File: src/rtl/cpu_clk_pkg.sv
// Shared types and constants for the CPU clock-enable sequencer.
// State encodings are visible on the controller's state output.
package cpu_clk_pkg;

    typedef enum logic [1:0] {
        StIdle  = 2'd0,
        StRun   = 2'd1,
        StStep  = 2'd2,
        StBreak = 2'd3
    } clk_state_e;

    localparam int unsigned DefaultDiv = 32'd50_000_000;
    localparam int unsigned SyncDepth  = 2;

endpackage

File: src/rtl/cpu_clock_controller_sync_edge.sv
// Multi-flop synchronizer for an asynchronous level, plus a registered
// one-cycle pulse on each rising edge of the synchronized level.
module sync_edge
    import cpu_clk_pkg::*;
(
    input  logic clk_in,
    input  logic rst_n,
    input  logic d_i,
    output logic level_o,
    output logic rise_o
);

    logic [SyncDepth-1:0] sync_q;
    logic                 prev_q;
    logic                 rise_q;

    always_ff @(posedge clk_in or negedge rst_n) begin
        if (!rst_n) begin
            sync_q <= '0;
            prev_q <= 1'b0;
            rise_q <= 1'b0;
        end else begin
            sync_q <= {sync_q[SyncDepth-2:0], d_i};
            prev_q <= sync_q[SyncDepth-1];
            rise_q <= sync_q[SyncDepth-1] & ~prev_q;
        end
    end

    assign level_o = sync_q[SyncDepth-1];
    assign rise_o  = rise_q;

endmodule

File: src/rtl/cpu_clock_controller.sv
// Generates the core's one-cycle clock enable: free-run at a programmable
// divide ratio, single-step from a button, or held stopped on a break request.
module cpu_clock_controller
    import cpu_clk_pkg::*;
#(
    parameter int unsigned DIV_W       = 32,
    parameter int unsigned CNT_W       = 32,
    parameter int unsigned DEFAULT_DIV = DefaultDiv
) (
    input  logic             clk_in,
    input  logic             rst_n,
    input  logic             run_sw,
    input  logic             step_btn,
    input  logic             halt_req,
    input  logic             div_load,
    input  logic [DIV_W-1:0] div_value,
    output logic             cpu_ce,
    output logic [1:0]       state,
    output logic             halted,
    output logic [CNT_W-1:0] cycle_count
);

    logic run_s;
    logic run_rise;
    logic step_level;
    logic step_rise;
    logic unused_sync;

    sync_edge u_run_sync (
        .clk_in  (clk_in),
        .rst_n   (rst_n),
        .d_i     (run_sw),
        .level_o (run_s),
        .rise_o  (run_rise)
    );

    sync_edge u_step_sync (
        .clk_in  (clk_in),
        .rst_n   (rst_n),
        .d_i     (step_btn),
        .level_o (step_level),
        .rise_o  (step_rise)
    );

    assign unused_sync = run_rise ^ step_level;

    clk_state_e       state_q, state_d;
    logic             cpu_ce_q, cpu_ce_d;
    logic             halted_q, halted_d;
    logic [DIV_W-1:0] div_cnt_q, div_cnt_d;
    logic [DIV_W-1:0] div_reg_q, div_reg_d;
    logic [CNT_W-1:0] cycle_cnt_q, cycle_cnt_d;
    logic             div_term;

    assign div_term = (div_cnt_q == (div_reg_q - DIV_W'(1)));

    always_comb begin
        state_d   = state_q;
        cpu_ce_d  = 1'b0;
        div_cnt_d = div_cnt_q;
        div_reg_d = div_reg_q;

        unique case (state_q)
            StIdle: begin
                if (halt_req) begin
                    state_d = StBreak;
                end else if (run_s) begin
                    state_d   = StRun;
                    div_cnt_d = '0;
                end else if (step_rise) begin
                    state_d  = StStep;
                    cpu_ce_d = 1'b1;
                end
            end
            StRun: begin
                if (halt_req) begin
                    state_d = StBreak;
                end else if (!run_s) begin
                    state_d = StIdle;
                end else if (div_term) begin
                    div_cnt_d = '0;
                    cpu_ce_d  = 1'b1;
                end else begin
                    div_cnt_d = div_cnt_q + DIV_W'(1);
                end
            end
            StStep: begin
                state_d = halt_req ? StBreak : StIdle;
            end
            StBreak: begin
                if (!run_s && !halt_req) begin
                    state_d = StIdle;
                end
            end
            default: state_d = StIdle;
        endcase

        // A load restarts the period; in RUN it also swallows a coincident terminal pulse.
        if (div_load) begin
            div_reg_d = (div_value == '0) ? DIV_W'(1) : div_value;
            div_cnt_d = '0;
            if (state_q == StRun) begin
                cpu_ce_d = 1'b0;
            end
        end

        halted_d = (state_d == StBreak);
    end

    always_comb begin
        cycle_cnt_d = cycle_cnt_q;
        if (cpu_ce_q && (cycle_cnt_q != '1)) begin
            cycle_cnt_d = cycle_cnt_q + CNT_W'(1);
        end
    end

    always_ff @(posedge clk_in or negedge rst_n) begin
        if (!rst_n) begin
            state_q     <= StIdle;
            cpu_ce_q    <= 1'b0;
            halted_q    <= 1'b0;
            div_cnt_q   <= '0;
            div_reg_q   <= DIV_W'(DEFAULT_DIV);
            cycle_cnt_q <= '0;
        end else begin
            state_q     <= state_d;
            cpu_ce_q    <= cpu_ce_d;
            halted_q    <= halted_d;
            div_cnt_q   <= div_cnt_d;
            div_reg_q   <= div_reg_d;
            cycle_cnt_q <= cycle_cnt_d;
        end
    end

    assign cpu_ce      = cpu_ce_q;
    assign state       = state_q;
    assign halted      = halted_q;
    assign cycle_count = cycle_cnt_q;

endmodule
File: config.mk
export PLATFORM = sky130hd
export DESIGN_NAME = cpu_clock_controller
export DESIGN_NICKNAME = d
export VERILOG_FILES = /design/src/rtl/cpu_clk_pkg.sv /design/src/rtl/cpu_clock_controller_sync_edge.sv /design/src/rtl/cpu_clock_controller.sv
export SDC_FILE = /design/constraint.sdc
export NUM_CORES = 1
export LEC_CHECK = 0
export BUFFER_PORTS_ARGS = -buffer_cell sky130_fd_sc_hd__buf_2
export CAP_MARGIN = 0
export CORE_UTILIZATION = 45
export CTS_CLUSTER_DIAMETER = 50
export DETAILED_ROUTE_END_ITERATION = 16
export PLACE_DENSITY_LB_ADDON = 0.2
export RECOVER_POWER = 50
export SYNTH_ARGS = -nofsm -noshare
export SYNTH_HDL_FRONTEND = slang
export SYNTH_SLANG_ARGS = --single-unit
File: constraint.sdc
create_clock -name clk_in -period 8.5 [get_ports clk_in]
set_input_delay 1.7 -clock clk_in [delete_from_list [all_inputs] [get_ports clk_in]]
set_output_delay 1.7 -clock clk_in [all_outputs]
set_load 0.02 [all_outputs]
==> results.toml, run 1 <==
[worst_setup_path]
cpPeakStageDelay_ns = 1.82
critPathKind = "in -> async"
crit_fanout = 60
cp-start-kind = "primary input"
cp.required_ns = 8.91
reg2reg_depth = 12
arrival_ns = 4.45
cp_top_family = "buffers and inverters"
cp.depth = 2
critPathBufInv = 2
end_kind = "asynchronous set/reset pin"
crit_chain = "clkbuf_1, buf_4"
crit_path_top_delay_cell = "clkbuf_1"

[run_status]
status = "complete, but fails checks"
violations = "max-capacitance violations, max-slew violations"

[placed_design]
dp_hpwl_mm = 10.2
numPortBuffers = 73
place_congestion = 0.919

[routing]
drt_iter0_drc = 375
drc = 0
route.vias.total = 4924
wl_per_cell_um = 16.6
ant_nets = 0
routed_wirelength_mm = 14.1
first_pass_iters = 4
viasPerCell = 5.79

[power]
powerDensity_mw_per_mm2 = 162
ir_drop_mv = 0.100
pwr-share-seq_pct = 51.2
p_total_mw = 1.10
pwr-share-clk_pct = 38.1
switchingPower_uw = 302
power_frac_comb_pct = 10.7
p_leak_nw = 2.69
internal_power_uw = 793
switching_share_pct = 27.6

[min_path]
hold_class = "reg -> reg"
whs_path_depth = 0

[clock_tree]
htree_levels = 3
cts_tree = "yes"
clkLatencyLatePin_ns = 0.36
post_cts_resized = 0
clock-sinks = 106
post_cts_buffers = 0
root_buffer = "clkbuf_16"
cts_buffers = 9
clockBufferDepth = 2
hold_buffers = 0
clk_pin_slew_ns = 0.08

[die]
die_w_um = 118
std_cell_rows = 41
fp.dieArea_mm2 = 0.0138
fp.dieH_um = 118
core_mm2 = 0.0128
io_pins = 74
initial_core_util_pct = 46.9

[synth]
synthSimpleGateAreaFrac_pct = 24.7
synthMuxAreaShare_pct = 5.88
syn-num-nets = 656
synth.distinct_cells = 61
avgSynthCellArea_um2 = 9.79
synth_edf_count = 0
synth_area_mm2 = 0.00602
netlist_instances = 615
synth_xor_area_share_pct = 10.9
seq_area_frac_synth_pct = 44.3
ys_async_sr_fraction_pct = 100
yosys_warnings = 0
synth_fa_ha_area_share_pct = 0.624
synth_flop_cell = "dfrtp_1"
ys_ff_latch = 106
synth_top_family_by_area = "simple AND/OR/NAND/NOR gates"
synth-compound-area-share_pct = 10.1

[sta]
finalSetupViolCount = 0
slew_headroom_pct = -75.5
final_max_slew_viol_count = 89
fmax_mhz = 248
fin_skew_ns = 0.0129
period_needed_ns = 4.04
rsz0062_at_grt = "false"
min_period_over_period_pct = 47.5
setup_tns_ns = 0
final_hold_viol_count = 0
worst_slew_pin_slew_ns = 2.63

[grt]
first_global_vias = 4737
grt_overflow_total = 0
antenna_found_initial = 0
grt_pass1_wl_mm = 23.5
grt.total_usage_pct = 20.8
grt_max_degree = 61

[cells_and_area]
area_delta_synth_final_pct = 12.3
nets = 715
antenna_cells = 0
multi_input_area_mm2 = 0.00315
n_fill_cell = 1188
seq_area_mm2 = 0.00267
layout-drive-gt1-share_pct = 18.6

[run]
maxCapViolCount = 2
cells in the final DEF, fill, tap and decap left out, types with 18 or more instances in the layout:
| cell | n |
|---|---|
| xor2_1 | 28 |
| xnor2_1 | 47 |
| nand4_1 | 36 |
| inv_1 | 20 |
| buf_2 | 48 |
| nor4_1 | 21 |
| nor2_1 | 24 |
| dfrtp_1 | 94 |
| nand3_1 | 37 |
| nand2_1 | 65 |
| clkbuf_1 | 25 |
| nor3_1 | 18 |
| mux2_2 | 27 |
power groups by stage:
stage,sequential [mW],clock (mW),combinational [mW]
global placement,0.569,0,0.115
finish,0.561,0.417,0.117
CTS,0.561,0.427,0.118
global route,0.565,0.446,0.130
floorplan,0.563,0,0.0757
detailed placement,0.571,0,0.117
cell families (layout without fill, tap and decap cells):
family / Yosys count / count (layout)
AOI/OAI and AO/OA: 82 / 82
xor gates and xnor gates: 75 / 75
adders and majority gates: 3 / 3
buffers and inverters: 49 / 113
DFF: 106 / 106
muxes: 32 / 32
and+or+nand+nor: 268 / 268
sequential cells by signal (all words and copies together) (netlist names), 2 cells and up:
| register | cells |
|---|---|
| u_step_sync.sync_q | 2 |
| state | 2 |
| div_reg_q | 32 |
| cycle_count | 32 |
| div_cnt_q | 32 |
| u_run_sync.sync_q | 2 |
cell type report:
| type | instances | share of cell area (%) |
|---|---|---|
| clock buffer | 10 | 3.53 |
| clock inverter | 6 | 0.796 |
| inverter | 20 | 1.11 |
| multi-input combinational | 460 | 46.5 |
| sequential | 106 | 39.4 |
| tap | 172 | 3.18 |
| timing repair buffer | 77 | 5.38 |
worst register-to-register path, delay by kind of cell, from the launching register on:
| kind | cells | cell delay (ns) |
|---|---|---|
| flops | 1 | 0.46 |
| fa+ha+maj | 1 | 0.24 |
| simple gates | 7 | 2.43 |
| buf+inv | 2 | 0.38 |
| xor+xnor | 1 | 0.09 |
| compound gates | 1 | 0.16 |
Yosys cell counts (all sizes together) (2+ instances only):
| master | instances | area (µm²) |
|---|---|---|
| dfrtp | 94 | 2350 |
| nand2 | 66 | 255 |
| xnor2 | 47 | 412 |
| nand3 | 37 | 185 |
| nand4 | 37 | 246 |
| xor2 | 28 | 245 |
| mux2 | 27 | 304 |
| nor2 | 24 | 90.1 |
| nor4 | 24 | 171 |
| inv | 20 | 75.1 |
| nor3 | 19 | 100 |
| clkbuf | 17 | 63.8 |
| o311ai | 17 | 149 |
| a31oi | 15 | 93.8 |
| o21ai | 14 | 70.1 |
| buf | 12 | 75.1 |
| dfstp | 12 | 315 |
| and3 | 10 | 62.6 |
| or4 | 9 | 71.3 |
| o22ai | 8 | 50.1 |
| and2 | 7 | 43.8 |
| nand2b | 7 | 43.8 |
| a21oi | 6 | 30.0 |
| or3 | 6 | 37.5 |
| and4 | 5 | 43.8 |
| mux2i | 5 | 50.1 |
| or2 | 5 | 31.3 |
| a2111oi | 3 | 32.5 |
| a41oi | 3 | 41.3 |
| ha | 3 | 37.5 |
| nand3b | 3 | 22.5 |
| nor2b | 3 | 18.8 |
| a311oi | 2 | 17.5 |
| and4b | 2 | 20.0 |
| nor4b | 2 | 23.8 |
| o211ai | 2 | 15.0 |
| o21a | 2 | 15.0 |
| o31ai | 2 | 15.0 |
per-layer routing:
layer  GRT usage [%]  vias to the layer above  part of all wire [%]
li1                -                     2394                     -
met1            28.3                     2429                    47
met2            33.8                       95                    49
met3            4.80                        6                   3.4
met4            4.49                        0                  0.63
met5               0                        -                     0
worst paths after layout:
check / to / slack [ns] / from
worst min register to register: u_run_sync.sync_q[1] / 0.35 / u_run_sync.sync_q[0]
max in group clk_in: div_cnt_q[12] / 4.62 / div_reg_q[0]
worst max register to register: div_cnt_q[12] / 4.62 / div_reg_q[0]
worst max-delay path: div_reg_q[29] / 4.46 / rst_n
min in group asynchronous: cycle_count[30] / 2.16 / rst_n
worst min-delay path: u_run_sync.sync_q[1] / 0.35 / u_run_sync.sync_q[0]
per-stage QoR:
step                utilization (%)  setup slack [ns]  area, µm²  hold WS, ns  std cells
floorplan                         -              5.16       6020        0.331        615
global placement               50.7              4.87       6500        0.334        835
detailed placement             50.7              4.65       6500        0.336        835
CTS                            53.0              4.61       6800        0.354        851
global route                   52.7              3.87       6760        0.371        851
finish                         52.7              4.46       6760        0.350        851
(Power assumes the default switching activity.)
==> run 2, diff against run 1 <==
- clock period: 8.5 -> 4.23 ns (I/O delays scaled with it)
==> run 2 against run 1 <==
The flow still finishes with violations (max-capacitance violations, max-slew violations). Combinational power is 100% higher. First-iteration DRC count is 8.8% lower. Flip-flop and latch count stayed put. Largest power group unchanged. Register-to-register slack worse by 4.2 ns. Clock skew is 0.0023 ns lower. Final cell count is 0.35% higher. Hold slack better by 0.0081 ns.
==> results.toml, run 2 (synthesized netlist as in run 1, its figures left out) <==
[power]
p_total_mw = 2.23
p_leak_nw = 2.80
powerDensity_mw_per_mm2 = 327
ir_drop_mv = 0.294

[worst_setup_path]
cp-start-kind = "flip-flop"
reg2reg_depth = 12
arrival_ns = 4.01
critPathBufInv = 2
cp.depth = 12
crit_fanout = 37
cp.required_ns = 4.46
r2r_setup_slack_ns = 0.44
cpPeakStageDelay_ns = 0.53
crit_path_top_delay_cell = "or4_1"
critPathKind = "reg -> reg"
cp_top_family = "simple AND/OR/NAND/NOR gates"
crit_chain = "inv_1, ha_1, nor4b_2, and2_1, nor2b_1, xnor2_1, nor4_1, nand4_1, or4_1, buf_4, nand2_4, o311ai_1"
end_kind = "flip-flop"

[min_path]
whs_path_depth = 0
hold_class = "reg -> reg"

[routing]
drt_iter0_drc = 342
drc = 0
ant_nets = 0
route.vias.total = 4965
first_pass_iters = 5
viasPerCell = 5.81
routed_wirelength_mm = 13.9
wl_per_cell_um = 16.3

[cells_and_area]
design_area_mm2 = 0.00682
n_fill_cell = 1224
finalNonFillerCells = 854
layout-drive-gt1-share_pct = 22.0
fin_util_pct = 53.2
final_cell_mix = "dfrtp_1 (94), buf_2 (70), nand2_1 (65)"
layout_commonest_cell = "dfrtp_1"
area_delta_synth_final_pct = 13.3
antenna_cells = 0
nets = 718

[clock_tree]
root_buffer = "clkbuf_16"
clk_pin_slew_ns = 0.07
htree_levels = 3
clock-sinks = 106
post_cts_buffers = 0
hold_buffers = 0
clkLatencyLatePin_ns = 0.36
post_cts_resized = 0
cts_tree = "yes"
cts_buffers = 9
clockBufferDepth = 2

[sta]
worst_slack_ns = 0.441
fin_skew_ns = 0.0106
hold_slack_ns = 0.359
period_needed_ns = 3.79
final_hold_viol_count = 0
worst_slew_pin_slew_ns = 2.89
slew_headroom_pct = -92.4
setup_tns_ns = 0
finalSetupViolCount = 0
final_max_slew_viol_count = 95
rsz0062_at_grt = "false"
min_period_over_period_pct = 89.6
fmax_mhz = 264

[run_status]
violations = "max-capacitance violations, max-slew violations"
status = "complete, but fails checks"

[grt]
grt_pass1_wl_mm = 23.7
antenna_found_initial = 0
grt.total_usage_pct = 21.3
first_global_vias = 4811
grt_overflow_total = 0
grt_max_degree = 54

[run]
maxCapViolCount = 2

[placed_design]
place_congestion = 0.922
placed_area_mm2 = 0.00653
numPortBuffers = 73
dp_hpwl_mm = 10.1
pre_cts_slack_ns = 0.475
dp_cells = 838

[die]
std_cell_rows = 41
initial_core_util_pct = 46.9
fp.dieH_um = 118
die_w_um = 118
io_pins = 74
core_mm2 = 0.0128
fp.dieArea_mm2 = 0.0138
## run 2: cell types whose count changed in the layout (fill, tap and decap cells not counted)
cell | previous run | this run
inv_8 | 1 | 0
inv_6 | 3 | 0
buf_2 | 48 | 70
clkbuf_1 | 25 | 4
clkbuf_2 | 0 | 2
clkinv_4 | 1 | 3
buf_4 | 4 | 5
bufinv_16 | 0 | 1
## run 2: metal layers
metal	up-vias	wire length, µm	GRT usage [%]
met3	14	688	5.57
met1	2439	6510	28.8
met2	114	6530	33.2
met4	0	190	6.65
li1	2398	-	-
met5	-	0	0
## run 2: report_power, final
part	total (mW)	switching [mW]	leakage, nW	internal [mW]
Sequential	1.13	0.0634	1.37	1.06
Combinational	0.238	0.132	1.28	0.105
Clock	0.865	0.387	0.146	0.479
Total	2.23	0.582	2.80	1.65
## run 2: cell type report
cell class | instances | area [µm²] | share of cell area (%)
multi-input cells | 460 | 3150 | 46.1
flip-flops and latches | 106 | 2670 | 39.1
clock inverters | 5 | 63.8 | 0.935
inverters | 20 | 75.1 | 1.10
repair buffers | 80 | 409 | 6.00
well taps | 172 | 215 | 3.15
clock buffers | 11 | 243 | 3.56
## run 2: worst paths after layout
check	startpoint	end
worst max-delay path	div_reg_q[0]	div_cnt_q[6]
worst min-delay path	u_run_sync.sync_q[0]	u_run_sync.sync_q[1]
worst max register to register	div_reg_q[0]	div_cnt_q[6]
worst min register to register	u_run_sync.sync_q[0]	u_run_sync.sync_q[1]
max in group asynchronous	rst_n	cycle_count[6]
min in group asynchronous	rst_n	cycle_count[30]
## run 2: worst reg2reg max path, cell delays in order, from the launching register on
cell	delay, ns
dfrtp_1	0.45
inv_1	0.10
ha_1	0.25
nor4b_2	0.48
and2_1	0.39
nor2b_1	0.22
xnor2_1	0.08
nor4_1	0.30
nand4_1	0.12
or4_1	0.53
buf_4	0.28
nand2_4	0.31
o311ai_1	0.17
==> run 3, diff against run 2 <==
- CORE_ASPECT_RATIO: unset -> 1.4
==> run 3 against run 2 <==
The run still ends with max-capacitance violations, max-slew violations left. Hold slack got worse by 0.0073 ns. First-iteration DRC count rose by 13%. Routed wire length rose by 8.0%. Maximum frequency rose by 0.36%. Sequential share of layout area fell by 0.24 points. Sequential power barely moved. Combinational power barely moved.
==> results.toml, run 3 (synthesized netlist as in run 1, its figures left out) <==
[die]
io_pins = 74
std_cell_rows = 49
core_mm2 = 0.0129
fp.dieArea_mm2 = 0.0138
initial_core_util_pct = 46.5
fp.dieH_um = 139
die_w_um = 99.8

[routing]
routed_wirelength_mm = 15.0
route.vias.total = 5050
viasPerCell = 5.87
drt_iter0_drc = 388
wl_per_cell_um = 17.5
ant_nets = 0
first_pass_iters = 4
drc = 0

[power]
powerDensity_mw_per_mm2 = 336
pwr-share-clk_pct = 40.8
p_total_mw = 2.31
switchingPower_uw = 609
pwr-share-seq_pct = 49.0
ir_drop_mv = 0.196
p_leak_nw = 2.82
internal_power_mw = 1.70
switching_share_pct = 26.4
power_frac_comb_pct = 10.2

[grt]
first_global_vias = 5167
grt_overflow_total = 0
grt_max_degree = 55
antenna_found_initial = 0
grt.total_usage_pct = 23.2
grt_pass1_wl_mm = 25.3

[sta]
min_period_over_period_pct = 89.2
slew_headroom_pct = -98.2
period_needed_ns = 3.78
final_max_slew_viol_count = 96
setup_tns_ns = 0
finalSetupViolCount = 0
fmax_mhz = 265
rsz0062_at_grt = "false"
worst_slew_pin_slew_ns = 2.97
hold_slack_ns = 0.351
final_hold_viol_count = 0
fin_skew_ns = 0.00811

[worst_setup_path]
critPathKind = "reg -> reg"
reg2reg_depth = 11
cpMostUsedCell = "o311ai_1"
crit_chain = "inv_1, ha_1, nor4b_2, and2_1, nand4_1, a2111oi_2, o311ai_1, or4_1, buf_4, nand2_4, o311ai_1"
end_kind = "flip-flop"
cp-start-kind = "flip-flop"
cp.required_ns = 4.45
arrival_ns = 4.00
r2r_setup_slack_ns = 0.45
cpPeakStageDelay_ns = 0.49
rr_startpoint = "div_reg_q[0]"
cp_top_family = "simple AND/OR/NAND/NOR gates"
worstReg2RegEnd = "div_cnt_q[26]"
critPathBufInv = 2
crit_fanout = 37
crit_path_top_delay_cell = "or4_1"

[cells_and_area]
nets = 719
design_area_mm2 = 0.00686
layout_commonest_cell = "dfrtp_1"
finalNonFillerCells = 861
area_delta_synth_final_pct = 14.0
final_cell_mix = "dfrtp_1 (94), buf_2 (70), nand2_1 (65)"
antenna_cells = 0
layout-drive-gt1-share_pct = 22.3

[placed_design]
place_congestion = 0.893
placed_area_mm2 = 0.00654
dp_hpwl_mm = 11.1
dp_cells = 845
numPortBuffers = 73

[clock_tree]
cts_buffers = 9
htree_levels = 3
root_buffer = "clkbuf_16"
clockBufferDepth = 2
clk_pin_slew_ns = 0.08
post_cts_resized = 0
post_cts_buffers = 0
hold_buffers = 0
clock-sinks = 106
cts_tree = "yes"
clkLatencyLatePin_ns = 0.36

[run_status]
status = "complete, but fails checks"
violations = "max-capacitance violations, max-slew violations"

[min_path]
whs_endpoint = "u_step_sync.sync_q[1]"
min_from = "u_step_sync.sync_q[0]"
hold_class = "reg -> reg"
whs_path_depth = 0

[run]
maxCapViolCount = 2
==> run 3: cell types whose count changed in the layout (fill, tap and decap cells not counted), sizes merged <==
cell    previous run  this run
inv               20        23
clkbuf            16        14
clkinv             3         1
buf               75        76
bufinv             1         2
==> run 3: cell type report <==
cell class                 count  area (µm²)
sequential                   106        2670
tap                          178         223
clock inverter                 7         108
fill                        1187        6070
inverter                      20        75.1
timing repair buffer          81         417
clock buffer                   9         225
multi-input combinational    460        3150
==> run 3: metrics by stage <==
| step | setup WS [ns] | utilization (%) |
|---|---|---|
| after CTS | 0.494 | 53.1 |
| after global routing | 0.141 | 53.1 |
| after global placement | 0.663 | 50.6 |
| after floorplan | 1.04 | - |
| final | 0.455 | 53.1 |
| after detailed placement | 0.526 | 50.6 |
==> run 3: worst reg2reg max path, cell delays in order, from the launching register on <==
cell       delay (ns)
dfrtp_1          0.45
inv_1            0.10
ha_1             0.23
nor4b_2          0.47
and2_1           0.37
nand4_1          0.19
a2111oi_2        0.43
o311ai_1         0.16
or4_1            0.49
buf_4            0.28
nand2_4          0.31
o311ai_1         0.16
==> run 3: power by group through the flow <==
stage	Clock, mW	Sequential (mW)	Combinational (mW)
4_1_cts	0.968	1.13	0.238
5_1_grt	0.998	1.14	0.263
3_3_place_gp	0	1.15	0.233
2_1_floorplan	0	1.13	0.152
6_report	0.941	1.13	0.236
3_5_place_dp	0	1.15	0.237
==> run 3: worst max path at each step <==
stage | depth (start not counted) | slack [ns] | to | startpoint
final | 11 | 0.45 | div_cnt_q[26] | div_reg_q[0]
after global routing | 2 | 0.14 | cpu_ce | rst_n
after floorplan | 11 | 1.04 | div_cnt_q[28] | div_reg_q[0]
after global placement | 12 | 0.66 | div_cnt_q[5] | div_reg_q[0]
after CTS | 11 | 0.49 | div_cnt_q[26] | div_reg_q[0]
after detailed placement | 11 | 0.53 | div_cnt_q[26] | div_reg_q[0]
==> run 3: routing by layer <==
| layer | GRT usage (%) | part of all wire [%] | vias up |
|---|---|---|---|
| met3 | 4.33 | 4.1 | 30 |
| met4 | 9.60 | 3.3 | 0 |
| met5 | 0 | 0 | - |
| li1 | - | - | 2395 |
| met1 | 27.1 | 40 | 2495 |
| met2 | 41.2 | 53 | 130 |
